**src/rtl/aes_pkg.sv**
```systemverilog
// Shared AES core definitions: controller state encoding and AES-128 sizing constants.
package aes_pkg;

    localparam int unsigned AES_NR = 10;
    localparam int unsigned AES_RW = 4;

    typedef enum logic [1:0] {
        IDLE = 2'd0,
        LOAD = 2'd1,
        RUN  = 2'd2,
        HOLD = 2'd3
    } ctrl_state_t;

endpackage

```
**src/rtl/aes_round_ctrl.sv**
```systemverilog
// Sequencing controller for the iterative AES-128 core: accepts a block, drives key
// expansion through load/run, steps the round datapath, then holds the result.
module aes_round_ctrl
    import aes_pkg::*;
#(
    parameter int unsigned NR = AES_NR,
    parameter int unsigned RW = AES_RW
) (
    input  logic          clk,
    input  logic          reset,
    input  logic          in_valid,
    output logic          in_ready,
    output logic          out_valid,
    input  logic          out_ready,
    output logic          ke_rst,
    output logic          ke_done,
    output logic          in_fire,
    output logic          st_en,
    output logic [RW-1:0] round,
    output logic          first_round,
    output logic          last_round,
    output logic          busy
);

    ctrl_state_t   state;
    ctrl_state_t   nx_state;
    logic [RW-1:0] nx_round;

    // Request handshake; a new block is only taken once the old result is consumed
    assign in_ready = (state == IDLE) || ((state == HOLD) && out_ready);
    assign in_fire  = in_valid && in_ready;

    // Next state and next round index; the round stops at NR because RUN leaves at NR
    always_comb begin
        nx_state = state;
        nx_round = round;
        case (state)
            IDLE: begin
                if (in_fire) begin
                    nx_state = LOAD;
                    nx_round = '0;
                end
            end
            LOAD: begin
                nx_state = RUN;
                nx_round = '0;
            end
            RUN: begin
                if (round == RW'(NR)) begin
                    nx_state = HOLD;
                end else begin
                    nx_round = round + RW'(1);
                end
            end
            HOLD: begin
                if (out_ready) begin
                    nx_state = in_fire ? LOAD : IDLE;
                    nx_round = '0;
                end
            end
            default: begin
                nx_state = IDLE;
                nx_round = '0;
            end
        endcase
    end

    // State, round counter and registered output decodes of the next state
    always_ff @(posedge clk) begin
        if (reset) begin
            state       <= IDLE;
            round       <= '0;
            out_valid   <= 1'b0;
            ke_rst      <= 1'b0;
            ke_done     <= 1'b1;
            st_en       <= 1'b0;
            busy        <= 1'b0;
            first_round <= 1'b0;
            last_round  <= 1'b0;
        end else begin
            state       <= nx_state;
            round       <= nx_round;
            out_valid   <= (nx_state == HOLD);
            ke_rst      <= (nx_state == LOAD);
            ke_done     <= (nx_state == IDLE) || (nx_state == HOLD);
            st_en       <= (nx_state == RUN);
            busy        <= (nx_state != IDLE);
            first_round <= (nx_state == RUN) && (nx_round == '0);
            last_round  <= (nx_state == RUN) && (nx_round == RW'(NR));
        end
    end

endmodule

```
**config.mk**
```make
export PLATFORM = sky130hd
export DESIGN_NAME = aes_round_ctrl
export DESIGN_NICKNAME = d
export VERILOG_FILES = /design/src/rtl/aes_pkg.sv /design/src/rtl/aes_round_ctrl.sv
export SDC_FILE = /design/constraint.sdc
export NUM_CORES = 1
export LEC_CHECK = 0
export ABC_AREA = 1
export BUFFER_PORTS_ARGS = -buffer_cell sky130_fd_sc_hd__buf_2
export CORE_MARGIN = 2
export CORE_UTILIZATION = 53
export CTS_BUF_LIST = sky130_fd_sc_hd__clkbuf_8
export CTS_CLUSTER_DIAMETER = 150
export DETAILED_ROUTE_END_ITERATION = 6
export PLACE_DENSITY = 0.79
export SLEW_MARGIN = 20
export SYNTH_ARGS = -nofsm -noshare
export SYNTH_HDL_FRONTEND = slang
export SYNTH_SLANG_ARGS = --single-unit
export TNS_END_PERCENT = 100
```
**constraint.sdc**
```tcl
create_clock -name clk -period 1.9 [get_ports clk]
set_clock_uncertainty 0.15 [all_clocks]
set_input_delay 0.475 -clock clk [delete_from_list [all_inputs] [get_ports clk]]
set_output_delay 0.475 -clock clk [all_outputs]
set_load 0.02 [all_outputs]
```
==> results.txt, run 1 <==
----------------------------------------------------
[Status]
  Outcome ... finished, final reports clean

[Power]
  Psw ... 192 uW
  Sequential cell fraction of total power ... 0.445
  Overall power of the completed layout ... 675 uW
  Clock Power Share ... 0.349
  Cell-internal power ... 483 uW
  Worst IR drop on VDD ... 0.534 mV
  Power density relative to cell area ... 745 nW/um2
  Switching fraction of total power ... 0.284
  Logic pwr share ... 0.206
  Leak Pwr ... 0.000502 uW

[Layout]
  Count of nets after finishing ... 132
  Multi-input logic area ... 377 um2
  Ratio of cells with drive above 1 in the final layout ... 0.397
  Count of antenna diodes in the layout ... 0
  Signed area change from the synthesized netlist to the final layout ... 29.5%
  Design Area, Final ... 906 um2
  Number of inserted filler cells in the final layout ... 109
  Seq. cell area ... 265 um2
  Fin util ... 0.714

[Yosys]
  Cell types with the largest area share after synthesis ... dfxtp_1 (37%), ha_1 (11%), nand2_1 (10%)
  Cell with the most instances after synthesis ... nand2_1
  Top-area cell type share of the netlist area ... 0.372
  Number of flip-flops and latches in the synthesized netlist ... 13
  Most area-hungry cell type in the Yosys netlist ... dfxtp_1
  Synth Flop Type ... dfxtp_1
  Portion of the post-synthesis area used by sequential elements ... 0.372
  Syn nets ... 105
  Count of flip-flops with a built-in enable after synthesis ... 0
  Leading post-synthesis cells by instance count ... nand2_1 (19), inv_1 (14), dfxtp_1 (13)
  Yosys warns ... 0
  Count of distinct cell types in the synthesized netlist ... 17
  Number of standard cells after synthesis ... 95
  Proportion of synthesized flip-flops having asynchronous set or reset ... 0
  Avg Synthesized Cell Area ... 7.36 um2
  Synthesized cell area ... 699 um2

[Drt]
  DRT antenna net count ... 0
  DR WL/cell ... 10.2 um
  Drt drc ... 0
  Via/cell ratio ... 4.65
  Router iterations before antenna repair ... 4
  Number of vias in the routed layout ... 632
  Total Routed Length ... 1390 um
  DRC violation total after the first TritonRoute iteration ... 9

[CTS]
  CTS H-tree depth ... 1
  Worst skew pair latency ... 0.24 ns
  Count of hold buffers inserted by post-cts repair ... 0
  Clock sink count ... 13
  CTS buffer count ... 3
  CTS tree ... yes
  Number of buffers between clock root and the deepest sink ... 2
  Cell at the root of the clock tree ... clkbuf_8
  Clock transition at the registers of the reported paths ... 0.05 ns

[Floorplanning]
  Chip Width ... 40.3 um
  Starting utilization of the core area ... 0.551
  Number of I/O pins ... 17
  Die height ... 40.3 um
  Full die area ... 1630 um2
  Floorplan core area ... 1270 um2
  Number of placement rows ... 13

[Timing]
  Max frequency ... 0.549 GHz
  Final Hold Vio Count ... 0
  Final count of pins violating max slew ... 0
  Post-route clock period utilization ... 0.959
  Total Negative Setup Slacks ... 0 ns
  Slew of the pin with the lowest slew margin ... 0.186 ns
  Worst slew slack as a fraction of its limit ... 0.876
  Final Setup Violations ... 0
  Post-route minimum period ... 1.82 ns

[Placement]
  Global placer's final weighted congestion ... 0.785
  Placement Cell Area ... 831 um2
  DPL Wire Length ... 1040 um
  Number of buffers added on ports ... 16

[Run]
  Maximum capacitance violations ... 0

[GRT]
  Global-route wire length before repair ... 2340 um
  Maximum number of pins on one net before global-route repair ... 10
  Initial antenna violation count ... 0
  Total Routing Usage GR ... 0.221
  Overall overflow remaining after global route ... 0
  Number of global-route vias before repair ... 594

[Min path]
  Worst min-delay path category ... in2reg

[Setup path]
  Startpoint Class ... flop
  Critical-path cell list ... nand2_2 -> o21ai_2 -> inv_2 -> nor2_1 -> buf_2
  Data required time of the worst path ... 1.27 ns
  Critical path arrival ... 1.20 ns
  Capturing element type of the critical path ... output port
  CP max FO ... 4
  Delay of the slowest cell on the worst path ... 0.39 ns
  Cell at the slowest stage of the critical path ... dfxtp_2
  Worst Setup Path Type ... reg2out

----------------------------------------------------
==> power by group through the flow <==
stage	clock network (uW)	logic [uW]	registers, uW
2_1_floorplan	0	73.4	321
6_report	236	139	300
3_5_place_dp	0	128	303
4_1_cts	239	134	299
3_3_place_gp	0	125	303
5_1_grt	252	156	301
==> logic make-up (layout without fill, tap and decap cells) <==
group,Yosys count,after routing,share of synthesized area
and+or+nand+nor,53,53,0.383
buffers and inverters,19,45,0.104
AOI/OAI and AO/OA,4,4,0.0340
adders and majority gates,6,6,0.107
DFF,13,13,0.372
==> final cells by class <==
type,count,area share
clock buffers,3,0.0456
clock inverters,1,0.00414
inverters,18,0.0746
multi-input cells,63,0.416
flip-flops and latches,13,0.293
well taps,15,0.0207
repair buffers,23,0.146
==> worst max-delay path, delay by kind of cell, from the launching register on <==
| kind | cells | cell delay, ns |
|---|---|---|
| buffers and inverters | 2 | 0.23 |
| AOI/OAI and AO/OA | 1 | 0.16 |
| and+or+nand+nor | 2 | 0.18 |
| DFF | 1 | 0.39 |
==> state kept, by name (all words and copies together) (netlist names) <==
| signal | flops |
|---|---|
| last_round | 1 |
| out_valid | 1 |
| st_en | 1 |
| first_round | 1 |
| ke_rst | 1 |
| state | 2 |
| round | 4 |
| busy | 1 |
| ke_done | 1 |
==> what timing repair did <==
| item | CTS | global route |
|---|---|---|
| buffers inserted | 1 | 1 |
| cloned | 0 | 0 |
| pin swaps | 1 | 1 |
| resized for setup | 3 | 3 |
| endpoints found under the setup margin | 1 | 1 |
==> stage by stage <==
stage          cells  hold WS [ns]  worst slack, ns
6_report         136         0.372           0.0770
5_1_grt          136         0.385         -0.00897
4_1_cts          135         0.368           0.0121
3_5_place_dp     130         0.460            0.114
3_3_place_gp     130         0.449            0.154
2_1_floorplan     95         0.451           0.0442
==> per-layer routing <==
layer | global-route usage | wire [um] | vias up
li1 | - | - | 338
met1 | 0.255 | 608 | 272
met2 | 0.373 | 696 | 20
met3 | 0.0833 | 71 | 2
met4 | 0.0667 | 9 | 0
met5 | 0 | 0 | -
==> placed cells by master, fill, tap and decap left out <==
cell type	count
nor2_2	2
nor2_4	3
buf_2	16
nand2_1	18
dfxtp_2	1
o21ai_2	1
dfxtp_1	11
nand4_1	1
nand3_1	8
clkinv_1	1
dfxtp_4	1
nand3_2	3
o21ai_0	1
clkbuf_8	3
inv_2	3
inv_1	15
ha_1	6
nand2_2	8
nor2_1	10
a21oi_1	2
buf_4	7
==> final timing paths <==
kind                            cells after the start      from          to  slack [ns]
worst max register to register                     12  round[0]  last_round        0.20
worst max-delay path                                5  state[1]     in_fire        0.08
worst min-delay path                                2     reset    state[1]        0.37
worst min register to register                      4  round[0]    round[0]        0.46
No activity file was read; power rests on OpenSTA's default activity.
==> run 2: changes to the inputs <==
--- a/config.mk
+++ b/config.mk
@@ -6,12 +6,13 @@
 export NUM_CORES = 1
 export LEC_CHECK = 0
-export ABC_AREA = 1
+export ABC_AREA = 0
+export ABC_CLOCK_PERIOD_IN_PS = 1900
 export BUFFER_PORTS_ARGS = -buffer_cell sky130_fd_sc_hd__buf_2
-export CORE_MARGIN = 2
-export CORE_UTILIZATION = 53
+export CORE_AREA = 2 2 39 41
 export CTS_BUF_LIST = sky130_fd_sc_hd__clkbuf_8
 export CTS_CLUSTER_DIAMETER = 150
 export DETAILED_ROUTE_END_ITERATION = 6
-export PLACE_DENSITY = 0.79
+export DIE_AREA = 0 0 41 43
+export PLACE_DENSITY = 0.72
 export SLEW_MARGIN = 20
 export SYNTH_ARGS = -nofsm -noshare
==> constraint.sdc (replaced) <==
create_clock -name clk -period 1.9 [get_ports clk]
set_clock_uncertainty 0.15 [all_clocks]
set_input_delay 0.57 -clock clk [delete_from_list [all_inputs] [get_ports clk]]
set_output_delay 0.57 -clock clk [all_outputs]
set_load 0.02 [all_outputs]
==> results.txt, run 2 <==
----------------------------------------------------
[Yosys]
  Cell with the most instances after synthesis ... dfxtp_1
  Syn nets ... 77 (-27%)
  Synthesized cell area ... 621 um2 (-11%)
  Count of flip-flops with a built-in enable after synthesis ... 0 (unchanged)
  Count of distinct cell types in the synthesized netlist ... 26 (+9)
  Avg Synthesized Cell Area ... 9.26 um2 (+26%)
  Yosys warns ... 0 (unchanged)
  Proportion of synthesized flip-flops having asynchronous set or reset ... 0 (unchanged)
  Most area-hungry cell type in the Yosys netlist ... dfxtp_1
  Cell types with the largest area share after synthesis ... dfxtp_1 (42%), ha_1 (12%), nand2b_1 (4.0%)
  Leading post-synthesis cells by instance count ... dfxtp_1 (13), ha_1 (6), nor2_1 (6)
  Synth Flop Type ... dfxtp_1
  Number of standard cells after synthesis ... 67 (-29%)
  Number of flip-flops and latches in the synthesized netlist ... 13 (unchanged)
  Portion of the post-synthesis area used by sequential elements ... 0.419 (+0.0473)
  Top-area cell type share of the netlist area ... 0.419 (+0.0473)

[Drt]
  Number of vias in the routed layout ... 563 (-11%)
  Drt drc ... 0 (unchanged)
  Via/cell ratio ... 5.07 (+9.1%)
  Router iterations before antenna repair ... 4 (unchanged)
  DRT antenna net count ... 0 (unchanged)
  DRC violation total after the first TritonRoute iteration ... 7 (-2)
  DR WL/cell ... 11.1 um (+8.9%)
  Total Routed Length ... 1230 um (-11%)

[CTS]
  Clock transition at the registers of the reported paths ... 0.05 ns (about the same)
  CTS buffer count ... 3 (unchanged)
  CTS H-tree depth ... 1 (unchanged)
  CTS tree ... yes
  Worst skew pair latency ... 0.24 ns (about the same)
  Cell at the root of the clock tree ... clkbuf_8
  Number of buffers between clock root and the deepest sink ... 2 (unchanged)
  Count of hold buffers inserted by post-cts repair ... 0 (unchanged)
  Clock sink count ... 13 (unchanged)

[Placement]
  DPL Wire Length ... 860 um (-17%)
  Number of buffers added on ports ... 16 (unchanged)
  Worst slack at placement ... -0.131 ns (-0.245 ns)
  Global placer's final weighted congestion ... 0.767 (-2.3%)
  Placed Cells incl. Taps ... 104 (-20%)

[Setup path]
  Cell at the slowest stage of the critical path ... and2_1
  CP max FO ... 3 (-1)
  Critical-path cell list ... buf_2 -> nand3_2 -> o21ai_2 -> and2_1 -> buf_4
  Worst Setup Path Type ... in2out
  Cell depth of the worst setup path ... 5 (unchanged)
  Critical path arrival ... 1.15 ns (-0.05 ns)
  Data required time of the worst path ... 1.18 ns (-0.09 ns)
  Delay of the slowest cell on the worst path ... 0.16 ns (-0.23 ns)
  Capturing element type of the critical path ... output port
  Largest delay share family, worst path ... buffers and inverters
  Startpoint Class ... input port
  Total buffers and inverters traversed by the critical path ... 2 (unchanged)
  R2R cell count ... 8 (-4)

[GRT]
  Overall overflow remaining after global route ... 0 (unchanged)
  Global-route wire length before repair ... 1800 um (-23%)
  GRT busiest layer ... met2
  Grt met1 use ... 0.161 (-0.0944)
  Initial antenna violation count ... 0 (unchanged)
  Number of global-route vias before repair ... 476 (-20%)
  Maximum number of pins on one net before global-route repair ... 12 (+2)
  Met2 Track Usage GR ... 0.247 (-0.126)
  Met3 usage in global routing ... 0.0471 (-0.0362)
  Total Routing Usage GR ... 0.155 (-0.0661)

[Power]
  Leak Pwr ... 0.000425 uW (-15%)
  Power density relative to cell area ... 829 nW/um2 (+11%)
  Overall power of the completed layout ... 721 uW (+6.8%)
  Worst IR drop on VDD ... 0.706 mV (+32%)

[Timing]
  Post-route minimum period ... 1.87 ns (+0.0428 ns)
  Final count of pins violating max slew ... 0 (unchanged)
  Final Setup Violations ... 0 (unchanged)
  Unrepaired setup endpoints after global routing ... yes
  Final Hold Vio Count ... 0 (unchanged)
  Worst setup margin ... 0.0342 ns (-0.0428 ns)
  Post-route clock period utilization ... 0.982 (+0.0225)
  Slew of the pin with the lowest slew margin ... 0.261 ns (+0.0747 ns)
  Total Negative Setup Slacks ... 0 ns (unchanged)
  Max frequency ... 0.536 GHz (-2.3%)
  Hold slack final ... 0.398 ns (+0.0265 ns)
  Worst slew slack as a fraction of its limit ... 0.826 (-0.0495)

[Layout]
  Register containing the most flip-flops in the final layout ... round
  Max FFs per register ... 4 (unchanged)
  Largest registers ... round x4, state x2
  Leading cell type in the layout, fill and taps excluded ... buf_2
  Ratio of cells with drive above 1 in the final layout ... 0.421 (+0.0244)
  Count of nets after finishing ... 106 (-20%)
  Leading cell types in the layout, fill and taps excluded ... buf_2 (15), dfxtp_1 (10), buf_4 (10)
  Signed area change from the synthesized netlist to the final layout ... 40.1%
  Count of antenna diodes in the layout ... 0 (unchanged)
  Final standard cell count with taps included and fillers excluded ... 111 (-18%)

[Floorplanning]
  Starting utilization of the core area ... 0.448 (-0.103)
  Number of placement rows ... 14 (+1)
  Die height ... 43 um (+6.6%)
  Number of I/O pins ... 17 (unchanged)
  Chip Width ... 41 um (+1.7%)
  Full die area ... 1760 um2 (+8.4%)
  Floorplan core area ... 1380 um2 (+9.1%)

[Min path]
  Hold-critical path depth ... 2 (unchanged)
  Worst min-delay path category ... reg2reg

[Status]
  Outcome ... finished, final reports clean

[Run]
  Maximum capacitance violations ... 0 (unchanged)

----------------------------------------------------
## run 2: worst reg2reg max path: cells and delay by family (launching register included)
kind	cells	cell delay [ns]
AOI/OAI and AO/OA	2	0.45
adders and majority gates	2	0.30
buffers and inverters	1	0.04
DFF	1	0.35
and+or+nand+nor	3	0.45
## run 2: cell type report
class | instances | area (um2)
clock inverter | 1 | 3.75
tap | 16 | 20.0
clock buffer | 3 | 41.3
fill | 130 | 514
multi-input combinational | 49 | 365
sequential | 13 | 272
inverter | 4 | 17.5
timing repair buffer | 25 | 150
## run 2: power by group
| part | total [uW] | switching, uW | internal [uW] |
|---|---|---|---|
| Sequential | 309 | 14.4 | 295 |
| Combinational | 171 | 92.2 | 78.5 |
| Clock | 241 | 97.9 | 143 |
## run 2: metrics by stage
step,instance area (um2),utilization
after floorplan,624,-
after global placement,766,0.553
after detailed placement,766,0.553
after CTS,825,0.596
after global routing,870,0.628
final,870,0.628
## run 2: worst paths after layout
| check | from | to | slack, ns |
|---|---|---|---|
| max | out_ready | in_fire | 0.03 |
| min reg2reg | round[2] | round[2] | 0.40 |
| max reg2reg | round[0] | first_round | 0.07 |
| min | round[2] | round[2] | 0.40 |
## run 2: per-layer routing
| metal | vias up | routed length [um] | part of all wire |
|---|---|---|---|
| met1 | 267 | 522 | 0.42 |
| li1 | 280 | - | - |
| met4 | 0 | 27 | 0.022 |
| met3 | 2 | 50 | 0.041 |
| met5 | - | 0 | 0 |
| met2 | 14 | 631 | 0.51 |
## run 2: cell families after synthesis
logic type                 share of synthesized area
DFF                                            0.419
buffers and inverters                         0.0302
adders and majority gates                      0.121
AOI/OAI and AO/OA                              0.129
and+or+nand+nor                                0.272
xor gates and xnor gates                      0.0282
## run 2: repair_timing
| action | CTS | global route |
|---|---|---|
| pin swaps | 0 | 4 |
| buffers inserted | 0 | 3 |
| setup endpoints to repair | 1 | 3 |
| resized for setup | 6 | 7 |
==> run 3: changes to the inputs <==
Settings changed: CAP_MARGIN set to 15, CTS_BUF_LIST sky130_fd_sc_hd__clkbuf_8 to not set.
==> results.txt, run 3 (same netlist as run 2, synthesis figures left out) <==
----------------------------------------------------
[Setup path]
  Critical path arrival ... 1.13 ns (-0.02 ns)
  Reg-to-Reg Start ... round[0]
  Cell at the slowest stage of the critical path ... and2_1
  Startpoint Class ... input port
  Endpoint of the lowest-slack register-to-register path ... first_round
  CP max FO ... 3 (unchanged)
  Cell depth of the worst setup path ... 5 (unchanged)
  R2R cell count ... 8 (unchanged)
  Total buffers and inverters traversed by the critical path ... 2 (unchanged)
  Capturing element type of the critical path ... output port
  Delay of the slowest cell on the worst path ... 0.15 ns (about the same)
  R2r setup slk ... 0.07 ns (about the same)
  Critical-path cell list ... buf_2 -> nand3_2 -> o21ai_2 -> and2_1 -> buf_4
  Worst Setup Path Type ... in2out
  Data required time of the worst path ... 1.18 ns (about the same)
  Largest delay share family, worst path ... buffers and inverters

[GRT]
  Total Routing Usage GR ... 0.163 (+0.00841)
  Number of global-route vias before repair ... 491 (+3.2%)
  Overall overflow remaining after global route ... 0 (unchanged)
  Global-route wire length before repair ... 1890 um (+5.0%)
  Maximum number of pins on one net before global-route repair ... 12 (unchanged)
  Initial antenna violation count ... 0 (unchanged)

[CTS]
  CTS H-tree depth ... 1 (unchanged)
  Number of buffers between clock root and the deepest sink ... 2 (unchanged)
  Clock sink count ... 13 (unchanged)
  CTS tree ... yes
  CTS buffer count ... 3 (unchanged)
  Worst skew pair latency ... 0.28 ns (+0.04 ns)
  Count of hold buffers inserted by post-cts repair ... 0 (unchanged)
  Cell at the root of the clock tree ... clkbuf_4
  Clock transition at the registers of the reported paths ... 0.08 ns (+0.03 ns)

[Floorplanning]
  Number of placement rows ... 14 (unchanged)
  Chip Width ... 41 um (unchanged)
  Starting utilization of the core area ... 0.448 (unchanged)
  Die height ... 43 um (unchanged)
  Full die area ... 1760 um2 (unchanged)
  Number of I/O pins ... 17 (unchanged)
  Floorplan core area ... 1380 um2 (unchanged)

[Min path]
  Hold path start ... round[2]
  Hold worst-path end ... round[2]
  Hold-critical path depth ... 2 (unchanged)
  Worst min-delay path category ... reg2reg

[Power]
  Psw ... 200 uW (-2.1%)
  Switching fraction of total power ... 0.304 (+0.0200)
  Worst IR drop on VDD ... 0.460 mV (-35%)
  Sequential cell fraction of total power ... 0.466 (+0.037)
  Cell-internal power ... 459 uW (-11%)
  Power density relative to cell area ... 767 nW/um2 (-7.4%)
  Logic pwr share ... 0.270 (+0.033)
  Clock Power Share ... 0.264 (-0.070)
  Leak Pwr ... 0.000418 uW (-1.7%)

[Layout]
  Seq. cell area ... 272 um2 (unchanged)
  Fin util ... 0.620 (-0.00814)
  Max FFs per register ... 4 (unchanged)
  Signed area change from the synthesized netlist to the final layout ... 38.3%
  Design Area, Final ... 858 um2 (-1.3%)
  Count of nets after finishing ... 107 (+0.94%)
  Number of inserted filler cells in the final layout ... 123 (-5.4%)
  Multi-input logic area ... 365 um2 (unchanged)
  Ratio of cells with drive above 1 in the final layout ... 0.427 (+0.00603)
  Count of antenna diodes in the layout ... 0 (unchanged)
  Register containing the most flip-flops in the final layout ... round
  Leading cell type in the layout, fill and taps excluded ... buf_2
  Leading cell types in the layout, fill and taps excluded ... buf_2 (15), buf_4 (11), dfxtp_1 (10)
  Largest registers ... round x4, state x2

[Timing]
  Unrepaired setup endpoints after global routing ... yes
  Final count of pins violating max slew ... 0 (unchanged)
  Worst slew slack as a fraction of its limit ... 0.820 (-0.00592)
  Post-route minimum period ... 1.85 ns (-0.0171 ns)
  Final Hold Vio Count ... 0 (unchanged)
  Slew of the pin with the lowest slew margin ... 0.270 ns (+0.00888 ns)
  Final Setup Violations ... 0 (unchanged)
  Total Negative Setup Slacks ... 0 ns (unchanged)
  Max frequency ... 0.541 GHz (+0.93%)
  Post-route clock period utilization ... 0.973 (-0.00902)

[Placement]
  Number of buffers added on ports ... 16 (unchanged)
  Global placer's final weighted congestion ... 0.767 (unchanged)
  DPL Wire Length ... 860 um (unchanged)
  Placement Cell Area ... 766 um2 (unchanged)

[Drt]
  Number of vias in the routed layout ... 562 (-0.18%)
  DRC violation total after the first TritonRoute iteration ... 4 (-3)
  Total Routed Length ... 1250 um (+1.3%)
  Via/cell ratio ... 5.02 (-1.1%)
  DRT antenna net count ... 0 (unchanged)
  Drt drc ... 0 (unchanged)
  Router iterations before antenna repair ... 4 (unchanged)
  DR WL/cell ... 11.1 um (+0.40%)

[Status]
  Outcome ... finished, final reports clean

[Run]
  Maximum capacitance violations ... 0 (unchanged)

----------------------------------------------------
-- run 3: metrics by stage --
step                      power [uW]  std cells  hold WS, ns  setup slack [ns]
final                            659        112        0.399            0.0513
after global routing             699        112        0.428           -0.0765
after CTS                        654        109        0.399          0.000477
after detailed placement         471        104        0.386            -0.131
after global placement           468        104        0.366           -0.0598
after floorplan                  410         67        0.418            0.0206
-- run 3: what timing repair did --
action                                  4_1_cts  5_1_grt
gates resized for setup                       8        5
endpoints found under the setup margin        1        3
buffers inserted                              1        3
pin swaps                                     0        3
-- run 3: layer usage --
layer  vias to the layer above  global-route usage  part of all wire
li1                        285                   -                 -
met1                       265               0.175              0.43
met2                        10               0.259              0.51
met3                         2              0.0314             0.036
met4                         0               0.127             0.021
met5                         -                   0                 0
-- run 3: power groups by stage --
stage | registers [uW] | clock network [uW] | logic [uW]
finish | 307 | 174 | 178
global route | 311 | 190 | 198
CTS | 307 | 180 | 168
detailed placement | 311 | 0 | 159
global placement | 311 | 0 | 157
floorplan | 333 | 0 | 77.4
-- run 3: final cells by class --
class / instances / share of cell area
Multi-Input combinational cell: 49 / 0.426
Sequential cell: 13 / 0.316
Timing Repair Buffer: 26 / 0.184
Clock buffer: 4 / 0.0306
Tap cell: 16 / 0.0233
Inverter: 4 / 0.0204
-- run 3: worst max-delay path by stage --
| stage | slack [ns] | from | endpoint |
|---|---|---|---|
| global placement | -0.06 | out_ready | first_round |
| global route | -0.08 | state[1] | first_round |
| detailed placement | -0.13 | out_ready | first_round |
| floorplan | 0.02 | round[0] | first_round |
| CTS | 0.0005 | round[0] | first_round |
| finish | 0.05 | out_ready | in_fire |
-- run 3: worst min-delay path: stages, from the launching register on --
cell and delay [ns]:
dfxtp_1 0.37, nand2_1 0.08, a21oi_1 0.06
